`src/rtl/envelope_sequencer.sv`:
```
// envelope_sequencer: steps the envelope ROM address and scales the sample stream by the returned amplitude.
// Optional fade-out RELEASE state enabled by defining ENVELOPE_RELEASE_EN.
module envelope_sequencer #(
  parameter int STEP_DIV = 1024,
  parameter int SAMPLE_W = 16
) (
  input  logic                       clk,
  input  logic                       reset,
  input  logic                       note_on,
  input  logic                       note_off,
  input  logic signed [SAMPLE_W-1:0] sample_in,
  input  logic                       sample_in_valid,
  input  logic [9:0]                 env_in,
  output logic [5:0]                 duration,
  output logic signed [SAMPLE_W-1:0] sample_out,
  output logic                       sample_out_valid,
  output logic                       active
);
  localparam int PW = $clog2(STEP_DIV);
  typedef enum logic [1:0] {IDLE, RUN, HOLD, RELEASE} state_t;
  state_t state;
  logic [PW-1:0] presc;
  logic tick;
  logic gate_d;
  logic [9:0] env_eff, env_s1;
  logic signed [SAMPLE_W-1:0] samp_s1;
  logic valid_s1;
  logic signed [SAMPLE_W+10:0] prod;
`ifdef ENVELOPE_RELEASE_EN
  logic [3:0] shift, shift_d;
`else
  logic [3:0] shift_d;
  assign shift_d = '0;
`endif
  assign tick = presc == PW'(STEP_DIV - 1);
  always_ff @(posedge clk) begin
    if (reset) begin
      state    <= IDLE;
      presc    <= '0;
      duration <= '0;
      active   <= 1'b0;
`ifdef ENVELOPE_RELEASE_EN
      shift    <= '0;
`endif
    end else if (note_on) begin
      state    <= RUN;
      presc    <= '0;
      duration <= '0;
      active   <= 1'b1;
`ifdef ENVELOPE_RELEASE_EN
      shift    <= '0;
`endif
    end else if (note_off && (state == RUN || state == HOLD)) begin
`ifdef ENVELOPE_RELEASE_EN
      state    <= RELEASE;
      presc    <= '0;
`else
      state    <= IDLE;
      duration <= '0;
      active   <= 1'b0;
`endif
    end else begin
      case (state)
        RUN: begin
          presc <= tick ? '0 : presc + 1'b1;
          if (tick) begin
            if (duration == 6'd63) state <= HOLD;
            else duration <= duration + 1'b1;
          end
        end
`ifdef ENVELOPE_RELEASE_EN
        RELEASE: begin
          presc <= tick ? '0 : presc + 1'b1;
          // the tenth step would silence the envelope entirely, so drop to IDLE instead
          if (tick) begin
            if (shift == 4'd9) begin
              state    <= IDLE;
              duration <= '0;
              active   <= 1'b0;
              shift    <= '0;
            end else shift <= shift + 1'b1;
          end
        end
`endif
        default: ;
      endcase
    end
  end
  // gate and shift are delayed one cycle to line up with the ROM read latency
  assign env_eff = gate_d ? env_in >> shift_d : '0;
  assign prod = samp_s1 * $signed({1'b0, env_s1});
  always_ff @(posedge clk) begin
    if (reset) begin
      gate_d           <= 1'b0;
      samp_s1          <= '0;
      env_s1           <= '0;
      valid_s1         <= 1'b0;
      sample_out       <= '0;
      sample_out_valid <= 1'b0;
`ifdef ENVELOPE_RELEASE_EN
      shift_d          <= '0;
`endif
    end else begin
      gate_d           <= active;
      samp_s1          <= sample_in;
      env_s1           <= env_eff;
      valid_s1         <= sample_in_valid;
      sample_out       <= SAMPLE_W'(prod >>> 10);
      sample_out_valid <= valid_s1;
`ifdef ENVELOPE_RELEASE_EN
      shift_d          <= shift;
`endif
    end
  end
endmodule

```
`config.mk`:
```
export PLATFORM = sky130hd
export DESIGN_NAME = envelope_sequencer
export DESIGN_NICKNAME = d
export VERILOG_FILES = /design/src/rtl/envelope_sequencer.sv
export SDC_FILE = /design/constraint.sdc
export NUM_CORES = 1
export LEC_CHECK = 0
export CAP_MARGIN = 5
export CORE_UTILIZATION = 61
export CTS_CLUSTER_DIAMETER = 50
export CTS_CLUSTER_SIZE = 10
export DETAILED_ROUTE_END_ITERATION = 6
export GPL_TIMING_DRIVEN = 1
export PLACE_DENSITY = 0.82
export SKIP_CTS_REPAIR_TIMING = 1
export SYNTH_ARGS = -nofsm -noshare
export SYNTH_HDL_FRONTEND = slang
export SYNTH_SLANG_ARGS = --single-unit
```
`constraint.sdc`:
```
create_clock -name clk -period 6.87 [get_ports clk]
set_input_delay 1.374 -clock clk [delete_from_list [all_inputs] [get_ports clk]]
set_output_delay 1.374 -clock clk [all_outputs]
set_load 0.01 [all_outputs]
```
==> implementation parameters, run 1 <==
Parameter                              Value

Worst setup path
  Ordered cell list for the critical path ... nand2_1, fa_1, fa_1, inv_1, fa_1, fa_1, inv_1, fa_1, inv_1, ha_1, a21o_1, a21o_1, a211o_1, nor4_1, o31ai_1, xnor2_1, nor2_1
  Critical path capture point type ... flop
  Cell family contributing the most delay on the critical path ... adder cells
  Data arrival at the endpoint of the critical path ... roughly 5800 ps
  CP Data Required Time ... 7090 ps
  Critical path class ... reg -> reg
  Total buffers and inverters traversed by the critical path ... 3
  Max stage delay cell, worst path ... sky130_fd_sc_hd__dfxtp_1
  Highest cell delay on the worst timing path ... 650 ps
  Critical Path Start Type ... flop
  Crit-path most repeated cell ... sky130_fd_sc_hd__fa_1
  CP max FO ... 16

Yosys
  Count of cell types in the netlist ... 53
  Synthesis warning total ... 0
  Average footprint of a synthesized cell ... 9.291 um^2
  Post-synthesis async set-or-reset flop share ... 0%
  Syn_nets ... about 1100
  Synthesized instance count ... 852
  Share of the synthesized area in the top cell type ... 35.66%
  Post-Synthesis Cell Area ... 7916 um^2
  Leading cell type by number of instances after synthesis ... sky130_fd_sc_hd__inv_1
  Library cell with the largest summed area after synthesis ... sky130_fd_sc_hd__fa_1
  Most used flip-flop cell after synthesis ... sky130_fd_sc_hd__dfxtp_1
  Sequential element share of the synthesized area ... 16.18%
  Top cells by instance count after synthesis ... sky130_fd_sc_hd__inv_1, sky130_fd_sc_hd__fa_1, sky130_fd_sc_hd__and2_1
  Count of flip-flops with a built-in enable after synthesis ... 0
  Largest cells by area after synthesis ... sky130_fd_sc_hd__fa_1, sky130_fd_sc_hd__dfxtp_1, sky130_fd_sc_hd__ha_1, sky130_fd_sc_hd__inv_1, sky130_fd_sc_hd__and2_1
  Number of synthesized register bits ... 64

Clocking
  CTS Root Buffer Type ... sky130_fd_sc_hd__clkbuf_16
  Maximum buffer depth of the clock tree ... 2
  Num Clock Sinks ... 64
  Number of levels in the clock H-tree ... 3
  Source-to-sink clock delay at the later pin of the worst-skew pair ... 350 ps
  Clock slew seen by the registers of the worst setup and hold paths ... approximately 50 ps
  Number of buffers added by the clock tree synthesis step ... 9
  CTS tree ... done

Die
  Core Footprint ... 12620 um^2
  Die Wd ... 115.9 um
  Number of placed I/O pins ... 55
  Height of the die ... ~120 um
  Area enclosed by the die boundary ... 13440 um^2
  Standard-cell row count ... 41
  Starting utilization of the core area ... 62.73%

Placement
  Number of cells in the design after placement ... 1052
  Global placement routability congestion ... 0.8498
  Detail Placement HPWL ... 12720 um
  Port Buffers ... 54

Route
  Sum of routed wire length over all layers ... 15870 um
  Antenna viol nets, final ... 0
  Detailed route wirelength on metal3 ... 723 um
  Met1 Wirelength ... 6343 um
  Via Count ... 5696
  Uppermost layer routed ... met4
  Starting DRT DRC Count ... 220
  Wire length on met2 ... between 8000 and 9000 um
  Initial DRT Pass Iterations ... 4
  Wirelength per Cell ... 14.86 um
  Vias per inst ... between 5 and 6
  Number of DRC violations after detailed routing ... 0

Timing
  Worst Skew ... 8.415 ps
  Post-route minimum period ... 5547 ps
  Hold violation total from the final report ... 0
  Normalized max-slew margin ... 53.16%
  Worst-Margin Slew ... roughly 700 ps
  Setup repair after global routing missed its margin ... no
  Number of endpoints failing setup at the final stage ... 0
  Final Max Slew Viols ... 0
  F_max ... 180.3 MHz
  Final setup TNS ... 0 ps
  Portion of the clock cycle consumed by the worst path in the final layout ... 80.75%

Run status
  Result of the run ... finished clean

Cells and area
  Post-synthesis to final-layout area growth ... 12.41%
  Share of final-layout standard cells stronger than drive strength 1 ... 3.460%
  Number of non-filler instances in the completed layout ... 1068
  Number of antenna cells inserted ... 0
  Final #Nets ... 1121

GRT
  Largest net degree at the start of global routing ... 42
  Antenna violations before repair ... 0
  Overall track demand over capacity in global routing ... 27.45%
  Global-route wire length before repair ... 27650 um
  Leftover overflow at the end of global routing ... 0
  Vias in the first global route ... between 6000 and 7000

Power
  Cell leakage power ... 4.459 nW
  Peak supply drop ... between 100 and 150 uV
  Power per unit of standard cell area ... 116.5 nW/um^2

Run
  Number of max-cap violations ... 0

Worst hold path
  Type of the tightest min-delay check ... reg -> reg
## final cells by class
type                            instances  area, um^2
Multi-Input combinational cell        595        5903
Fill cell                             998        3721
Sequential cell                        64        1281
Inverter                              166       623.1
Timing Repair Buffer                   55       548.0
Clock buffer                            9       225.2
Tap cell                              172       215.2
Clock inverter                          7       102.6
## state kept, by name (all words and copies together) (netlist names), 2 cells and up
signal / flops
samp_s1: 16
sample_out: 16
env_s1: 10
presc: 10
duration: 6
state: 2
## where the power goes
group	switching, mW	leakage, nW	internal, mW
clock	0.183	0.157	0.321
combinational	0.0636	3.78	0.0622
sequential	0.0227	0.523	0.384
## cells in the final DEF, fill, tap and decap left out, drive strengths merged, types with 2 or more instances in the layout
cell             n
inv            168
fa             141
and2            96
nand2           92
dfxtp           64
ha              58
clkdlybuf4s50   54
nor2            40
a21oi           24
nor2b           23
xnor2           15
a21o            14
xor2            13
nand4           10
o21ai            9
clkbuf           9
or3              6
o21a             6
nand3            6
and3             5
nor3             4
a31oi            3
o31ai            3
a211oi           3
a211o            2
nor4             2
clkinv           2
bufinv           2
or2              2
## logic make-up after synthesis
group | after synthesis | synth area share [%]
xor gates and xnor gates | 28 | 3.098
DFF | 64 | 16.18
and+or+nand+nor | 292 | 19.61
muxes | 2 | 0.2687
adders and majority gates | 199 | 44.82
buffers and inverters | 193 | 9.246
AOI/OAI and AO/OA | 74 | 6.765
## final timing paths
check	depth (start not counted)	slack, ps	start	endpoint
min	1	440	valid_s1$_SDFF_PP0_	sample_out_valid$_SDFF_PP0_
max reg2reg	17	1320	env_s1[2]$_SDFF_PP0_	sample_out[14]$_SDFF_PP0_
min reg2reg	1	440	valid_s1$_SDFF_PP0_	sample_out_valid$_SDFF_PP0_
max	17	1320	env_s1[2]$_SDFF_PP0_	sample_out[14]$_SDFF_PP0_
## stage by stage
stage               instance area [um^2]  power, mW  hold WS [ps]  utilization [%]  setup slack [ps]
finish                              8899      1.037         438.4            70.51              1323
global route                        8899      1.083         460.3            70.51             936.2
CTS                                 8899      1.047         443.6            70.51              1382
detailed placement                  8571     0.5405         431.0            67.92              1389
global placement                    8571     0.5364         419.3            67.92              1427
floorplan                           7916     0.4874         413.8                -              1724
## per-layer routing
| layer | global-route usage, % | vias up |
|---|---|---|
| li1 | - | 2676 |
| met1 | 31.95 | 2840 |
| met2 | 49.68 | 151 |
| met3 | 5.178 | 29 |
| met4 | 11.20 | 0 |
| met5 | 0 | - |
(Power assumes the default switching activity.)
==> run 2: changes to the inputs <==
--- a/config.mk
+++ b/config.mk
@@ -6,12 +6,12 @@
 export NUM_CORES = 1
 export LEC_CHECK = 0
 export CAP_MARGIN = 5
-export CORE_UTILIZATION = 61
+export CORE_UTILIZATION = 55
 export CTS_CLUSTER_DIAMETER = 50
 export CTS_CLUSTER_SIZE = 10
 export DETAILED_ROUTE_END_ITERATION = 6
 export GPL_TIMING_DRIVEN = 1
-export PLACE_DENSITY = 0.82
+export PLACE_DENSITY = 0.78
 export SKIP_CTS_REPAIR_TIMING = 1
 export SYNTH_ARGS = -nofsm -noshare
 export SYNTH_HDL_FRONTEND = slang
==> constraint.sdc (replaced) <==
create_clock -name clk -period 4.45 [get_ports clk]
set_input_delay 0.89 -clock clk [delete_from_list [all_inputs] [get_ports clk]]
set_output_delay 0.89 -clock clk [all_outputs]
set_load 0.01 [all_outputs]
==> implementation parameters, run 2 (same netlist as run 1, synthesis figures left out) <==
Parameter                              Value

Run status
  Result of the run ... finished, violations left
  Violations in the final reports ... negative setup slack

Worst setup path
  Critical path class ... reg -> reg
  CP Data Required Time ... 4670 ps
  Cell family contributing the most delay on the critical path ... adder cells
  Length in cells of the worst reg-to-reg path ... 18
  Worst reg2reg setup slack ... -390 ps
  Critical path capture point type ... flop
  Max stage delay cell, worst path ... sky130_fd_sc_hd__fa_1
  Highest cell delay on the worst timing path ... between 500 and 600 ps
  Total buffers and inverters traversed by the critical path ... 4
  Data arrival at the endpoint of the critical path ... 5060 ps
  Ordered cell list for the critical path ... buf_6, nand2_1, fa_1, inv_1, fa_1, fa_1, fa_1, inv_1, fa_1, inv_1, ha_4, nand2_1, o21a_1, a21oi_1, nor2b_2, a21oi_2, a31oi_1, mux2_1
  Levels on crit path ... 18
  Crit-path most repeated cell ... sky130_fd_sc_hd__fa_1
  Critical Path Start Type ... flop
  CP max FO ... 8

Timing
  Worst-Margin Slew ... roughly 1200 ps
  Worst hold margin ... 472.2 ps
  Final Max Slew Viols ... 0
  Setup repair after global routing missed its margin ... yes
  Number of endpoints failing setup at the final stage ... 15
  Post-route minimum period ... 4844 ps
  Min setup slack post-route ... -393.9 ps
  Portion of the clock cycle consumed by the worst path in the final layout ... 108.9%
  Final setup TNS ... -3896 ps
  F_max ... 206.4 MHz
  Normalized max-slew margin ... 21.92%
  Hold violation total from the final report ... 0
  Worst Skew ... 7.752 ps

Die
  Starting utilization of the core area ... 56.81%
  Die Wd ... ~120 um
  Number of placed I/O pins ... 55
  Height of the die ... 122.0 um
  Area enclosed by the die boundary ... 14880 um^2
  Core Footprint ... 13930 um^2
  Standard-cell row count ... 43

Power
  Net Sw Frac ... about a quarter
  Clock network power share ... 47.2%
  Peak supply drop ... between 150 and 200 uV
  Internal power contribution ... 1.289 mW
  Total power of the final layout ... 1.714 mW
  Cell leakage power ... slightly above 5 nW
  Relative contribution of combinational cells to total power ... 17.0%
  Net switching power of the design ... roughly 0.42 mW
  Power per unit of standard cell area ... around 170 nW/um^2
  Sequential power share ... a little over a third

Clocking
  CTS Root Buffer Type ... sky130_fd_sc_hd__clkbuf_16
  CTS tree ... done
  Number of levels in the clock H-tree ... 3
  Clock slew seen by the registers of the worst setup and hold paths ... 60 ps
  Maximum buffer depth of the clock tree ... 2
  Num Clock Sinks ... 64
  Source-to-sink clock delay at the later pin of the worst-skew pair ... 340 ps
  Number of buffers added by the clock tree synthesis step ... 9

Worst hold path
  Type of the tightest min-delay check ... reg -> reg
  Count of cells along the worst hold path ... 1

Route
  Antenna viol nets, final ... 0
  Met1 Wirelength ... 7107 um
  Uppermost layer routed ... met4
  Number of DRC violations after detailed routing ... 0
  Wire length on met2 ... 9794 um
  Vias per inst ... 5.218
  Starting DRT DRC Count ... 298
  Initial DRT Pass Iterations ... 4
  Sum of routed wire length over all layers ... ~18000 um
  Via Count ... 6147
  Detailed route wirelength on metal3 ... 581 um
  Wirelength per Cell ... 15.41 um

Placement
  Detail Placement HPWL ... 14190 um
  Port Buffers ... 54
  DP Area ... 9634 um^2
  Global placement routability congestion ... 0.8820

GRT
  Leftover overflow at the end of global routing ... 0
  Vias in the first global route ... 6791
  Largest net degree at the start of global routing ... 41
  Antenna violations before repair ... 0
  Global-route wire length before repair ... around 30000 um
  Overall track demand over capacity in global routing ... 26.77%

Cells and area
  Final cell utilization of the core ... 73.50%
  Filler cells ... 975
  Commonest non-fill, non-tap cell in the layout ... sky130_fd_sc_hd__inv_1
  Registers with the highest flip-flop counts ... samp_s1: 16 flops, sample_out: 16 flops
  Final #Nets ... between 1000 and 1500
  Post-synthesis to final-layout area growth ... 29.38%
  Commonest cells after routing, fill and taps aside ... sky130_fd_sc_hd__inv_1, sky130_fd_sc_hd__fa_1, sky130_fd_sc_hd__and2_1, sky130_fd_sc_hd__buf_4, sky130_fd_sc_hd__nand2_1
  Share of final-layout standard cells stronger than drive strength 1 ... a little under a quarter
  Footprint of the flip-flops and latches ... 1323 um^2
  Area of the multi-input gates ... 6277 um^2
  Number of antenna cells inserted ... 0
  Post-layout instance area ... 10240 um^2

Run
  Number of max-cap violations ... 0
[run 2: cell types whose count changed in the layout (fill, tap and decap cells not counted), sizes merged]
cell      delta
bufinv       +1
buf        +103
clkinv       +1
clkinvlp     -1
inv          -2
[run 2: worst paths after layout]
kind	from	to
worst min-delay path	valid_s1$_SDFF_PP0_	sample_out_valid$_SDFF_PP0_
worst min register to register	valid_s1$_SDFF_PP0_	sample_out_valid$_SDFF_PP0_
worst max register to register	env_s1[5]$_SDFF_PP0_	sample_out[13]$_SDFF_PP0_
worst max-delay path	env_s1[5]$_SDFF_PP0_	sample_out[13]$_SDFF_PP0_
[run 2: power by group through the flow]
stage | Combinational [mW] | Clock (mW) | Sequential (mW)
2_1_floorplan | 0.159 | 0 | 0.619
4_1_cts | 0.281 | 0.823 | 0.618
3_3_place_gp | 0.271 | 0 | 0.629
3_5_place_dp | 0.277 | 0 | 0.630
5_1_grt | 0.323 | 0.843 | 0.617
6_report | 0.291 | 0.808 | 0.615
[run 2: layer usage]
metal	global-route usage, %	up-vias
met2	50.28	125
li1	-	2879
met3	3.886	47
met4	11.50	0
met1	29.80	3096
met5	0	-
[run 2: worst reg2reg max path, delay by kind of cell (launching register included)]
family	cells	cell delay, ps
multiplexers	1	320
AND/OR/NAND/NOR	3	230
flip-flops	1	400
adder cells (fa/ha/maj)	6	2840
AO/OA/AOI/OAI	4	600
buffers and inverters	4	330
[run 2: area by class of cell]
type                            instances  area share [%]
Clock buffer                            9           2.199
Clock inverter                          6           1.063
Inverter                              166           6.084
Multi-Input combinational cell        595           61.29
Sequential cell                        64           12.91
Tap cell                              180           2.199
Timing Repair Buffer                  158           14.26
[run 2: through the flow]
step	cells	setup WS, ps
finish	1178	-393.9
global route	1178	-557.5
CTS	1164	-453.2
detailed placement	1149	-434.1
global placement	1149	-370.3
floorplan	852	-116.1
==> run 3: changes to the inputs <==
--- a/config.mk
+++ b/config.mk
@@ -6,12 +6,12 @@
 export NUM_CORES = 1
 export LEC_CHECK = 0
 export CAP_MARGIN = 5
-export CORE_UTILIZATION = 55
+export CORE_UTILIZATION = 50
 export CTS_CLUSTER_DIAMETER = 50
 export CTS_CLUSTER_SIZE = 10
 export DETAILED_ROUTE_END_ITERATION = 6
 export GPL_TIMING_DRIVEN = 1
-export PLACE_DENSITY = 0.78
+export PLACE_DENSITY = 0.72
 export SKIP_CTS_REPAIR_TIMING = 1
 export SYNTH_ARGS = -nofsm -noshare
 export SYNTH_HDL_FRONTEND = slang
==> implementation parameters, run 3 (same netlist as run 1, synthesis figures left out) <==
Parameter                              Value

Worst setup path
  CP Data Required Time ... 4720 ps
  Length in cells of the worst reg-to-reg path ... 19
  Start point of the critical path ... env_s1[4]$_SDFF_PP0_
  CP max FO ... 8
  Critical path capture point type ... flop
  Worst reg2reg setup slack ... -420 ps
  Data arrival at the endpoint of the critical path ... 5140 ps
  Worst Setup EP ... sample_out[12]$_SDFF_PP0_
  Critical Path Start Type ... flop
  Reg-to-reg critical path endpoint ... sample_out[12]$_SDFF_PP0_
  Critical path class ... reg -> reg
  Launch instance of the worst register-to-register path ... env_s1[4]$_SDFF_PP0_

Run
  Number of max-cap violations ... 0

Placement
  Port Buffers ... 54
  Detail Placement HPWL ... 14530 um
  Global placement routability congestion ... 0.8590
  DP Area ... 9661 um^2
  Number of cells in the design after placement ... 1180

Die
  Area enclosed by the die boundary ... 16340 um^2
  Number of placed I/O pins ... between 50 and 60
  Die Wd ... 127.8 um
  Core Footprint ... 15310 um^2
  Starting utilization of the core area ... 51.69%
  Standard-cell row count ... 45
  Height of the die ... roughly 130 um

Worst hold path
  Type of the tightest min-delay check ... reg -> reg

GRT
  Overall track demand over capacity in global routing ... roughly a quarter
  Global-route wire length before repair ... around 32000 um
  Largest net degree at the start of global routing ... between 40 and 50
  Vias in the first global route ... just under 7000
  Antenna violations before repair ... 0
  Leftover overflow at the end of global routing ... 0

Route
  Uppermost layer routed ... met4
  Wire length on met2 ... between 10000 and 15000 um
  Sum of routed wire length over all layers ... 18660 um
  Starting DRT DRC Count ... 261
  Via Count ... 6123
  Met1 Wirelength ... 7510 um
  Number of DRC violations after detailed routing ... 0
  Vias per inst ... 5.048
  Detailed route wirelength on metal3 ... between 400 and 500 um
  Wirelength per Cell ... 15.38 um
  Initial DRT Pass Iterations ... 5
  Antenna viol nets, final ... 0

Clocking
  Num Clock Sinks ... 64
  CTS tree ... done
  Maximum buffer depth of the clock tree ... 2
  Number of levels in the clock H-tree ... 3
  Clock slew seen by the registers of the worst setup and hold paths ... 70 ps
  Source-to-sink clock delay at the later pin of the worst-skew pair ... about 340 ps
  Number of buffers added by the clock tree synthesis step ... 9
  CTS Root Buffer Type ... sky130_fd_sc_hd__clkbuf_16

Timing
  Portion of the clock cycle consumed by the worst path in the final layout ... 109.5%
  Final setup TNS ... -4350 ps
  Worst-Margin Slew ... 1097 ps
  F_max ... roughly 210 MHz
  Number of endpoints failing setup at the final stage ... 15
  Worst Skew ... 9.550 ps
  Post-route minimum period ... 4872 ps
  Min setup slack post-route ... -422.1 ps
  Setup repair after global routing missed its margin ... yes
  Final Max Slew Viols ... 0
  Normalized max-slew margin ... 26.71%
  Hold violation total from the final report ... 0

Power
  Peak supply drop ... 207.2 uV
  Total power of the final layout ... 1.711 mW
  Cell leakage power ... between 5 and 6 nW
  Power per unit of standard cell area ... 165.4 nW/um^2

Cells and area
  Share of final-layout standard cells stronger than drive strength 1 ... 23.85%
  Final #Nets ... 1227
  Post-layout instance area ... approximately 10000 um^2
  Number of non-filler instances in the completed layout ... 1213
  Registers with the highest flip-flop counts ... samp_s1: 16 flops, sample_out: 16 flops
  Post-synthesis to final-layout area growth ... 30.65%
  Number of antenna cells inserted ... 0
  Commonest cells after routing, fill and taps aside ... sky130_fd_sc_hd__inv_1, sky130_fd_sc_hd__fa_1, sky130_fd_sc_hd__and2_1, sky130_fd_sc_hd__buf_4, sky130_fd_sc_hd__nand2_1
  Commonest non-fill, non-tap cell in the layout ... sky130_fd_sc_hd__inv_1

Run status
  Violations in the final reports ... negative setup slack
  Result of the run ... finished, violations left
-- run 3: worst min-delay path by stage --
stage | end | slack (ps) | cells past startpoint | start
finish | sample_out_valid$_SDFF_PP0_ | 450 | 1 | valid_s1$_SDFF_PP0_
global placement | sample_out_valid$_SDFF_PP0_ | 420 | 1 | valid_s1$_SDFF_PP0_
CTS | sample_out_valid$_SDFF_PP0_ | 460 | 1 | valid_s1$_SDFF_PP0_
floorplan | sample_out_valid$_SDFF_PP0_ | 410 | 1 | valid_s1$_SDFF_PP0_
global route | sample_out_valid$_SDFF_PP0_ | 470 | 1 | valid_s1$_SDFF_PP0_
detailed placement | sample_out_valid$_SDFF_PP0_ | 450 | 1 | valid_s1$_SDFF_PP0_
-- run 3: power breakdown --
group | total, mW | internal [mW] | switching (mW)
Clock | 0.800 | 0.498 | 0.302
Sequential | 0.614 | 0.591 | 0.0236
Combinational | 0.296 | 0.158 | 0.139
-- run 3: routing by layer --
metal,up-vias,global-route usage [%]
met4,0,10.24
met2,129,47.51
met3,39,1.753
li1,2882,-
met5,-,0
met1,3073,28.76
-- run 3: worst max-delay path: stages, from the launching register on --
cell                       delay (ps)
sky130_fd_sc_hd__dfxtp_4          420
sky130_fd_sc_hd__buf_6            120
sky130_fd_sc_hd__nand2_4           40
sky130_fd_sc_hd__fa_1             480
sky130_fd_sc_hd__fa_1             510
sky130_fd_sc_hd__inv_1             60
sky130_fd_sc_hd__fa_1             470
sky130_fd_sc_hd__fa_1             500
sky130_fd_sc_hd__inv_1             50
sky130_fd_sc_hd__fa_1             490
sky130_fd_sc_hd__inv_2             50
sky130_fd_sc_hd__ha_4             270
sky130_fd_sc_hd__buf_6            110
sky130_fd_sc_hd__and2_4           180
sky130_fd_sc_hd__and3_4           210
sky130_fd_sc_hd__nand3b_1         100
sky130_fd_sc_hd__a211o_1          310
sky130_fd_sc_hd__a21oi_2          190
sky130_fd_sc_hd__nor3_1            60
sky130_fd_sc_hd__nor3_1           170
-- run 3: layout make-up --
cell class | count | area, um^2
clock buffers | 9 | 225.2
clock inverters | 7 | 102.6
fillers | 1260 | 4972
inverters | 166 | 623.1
multi-input cells | 595 | 6327
flip-flops and latches | 64 | 1320
well taps | 211 | 264.0
repair buffers | 161 | 1480
-- run 3: metrics by stage --
step / util, % / hold WS [ps] / setup slack [ps]
floorplan: - / 413.8 / -116.1
CTS: 65.22 / 455.2 / -480.6
global route: 67.53 / 468.2 / -559.8
finish: 67.53 / 452.7 / -422.1
global placement: 63.08 / 419.7 / -370.1
detailed placement: 63.08 / 447.9 / -456.9
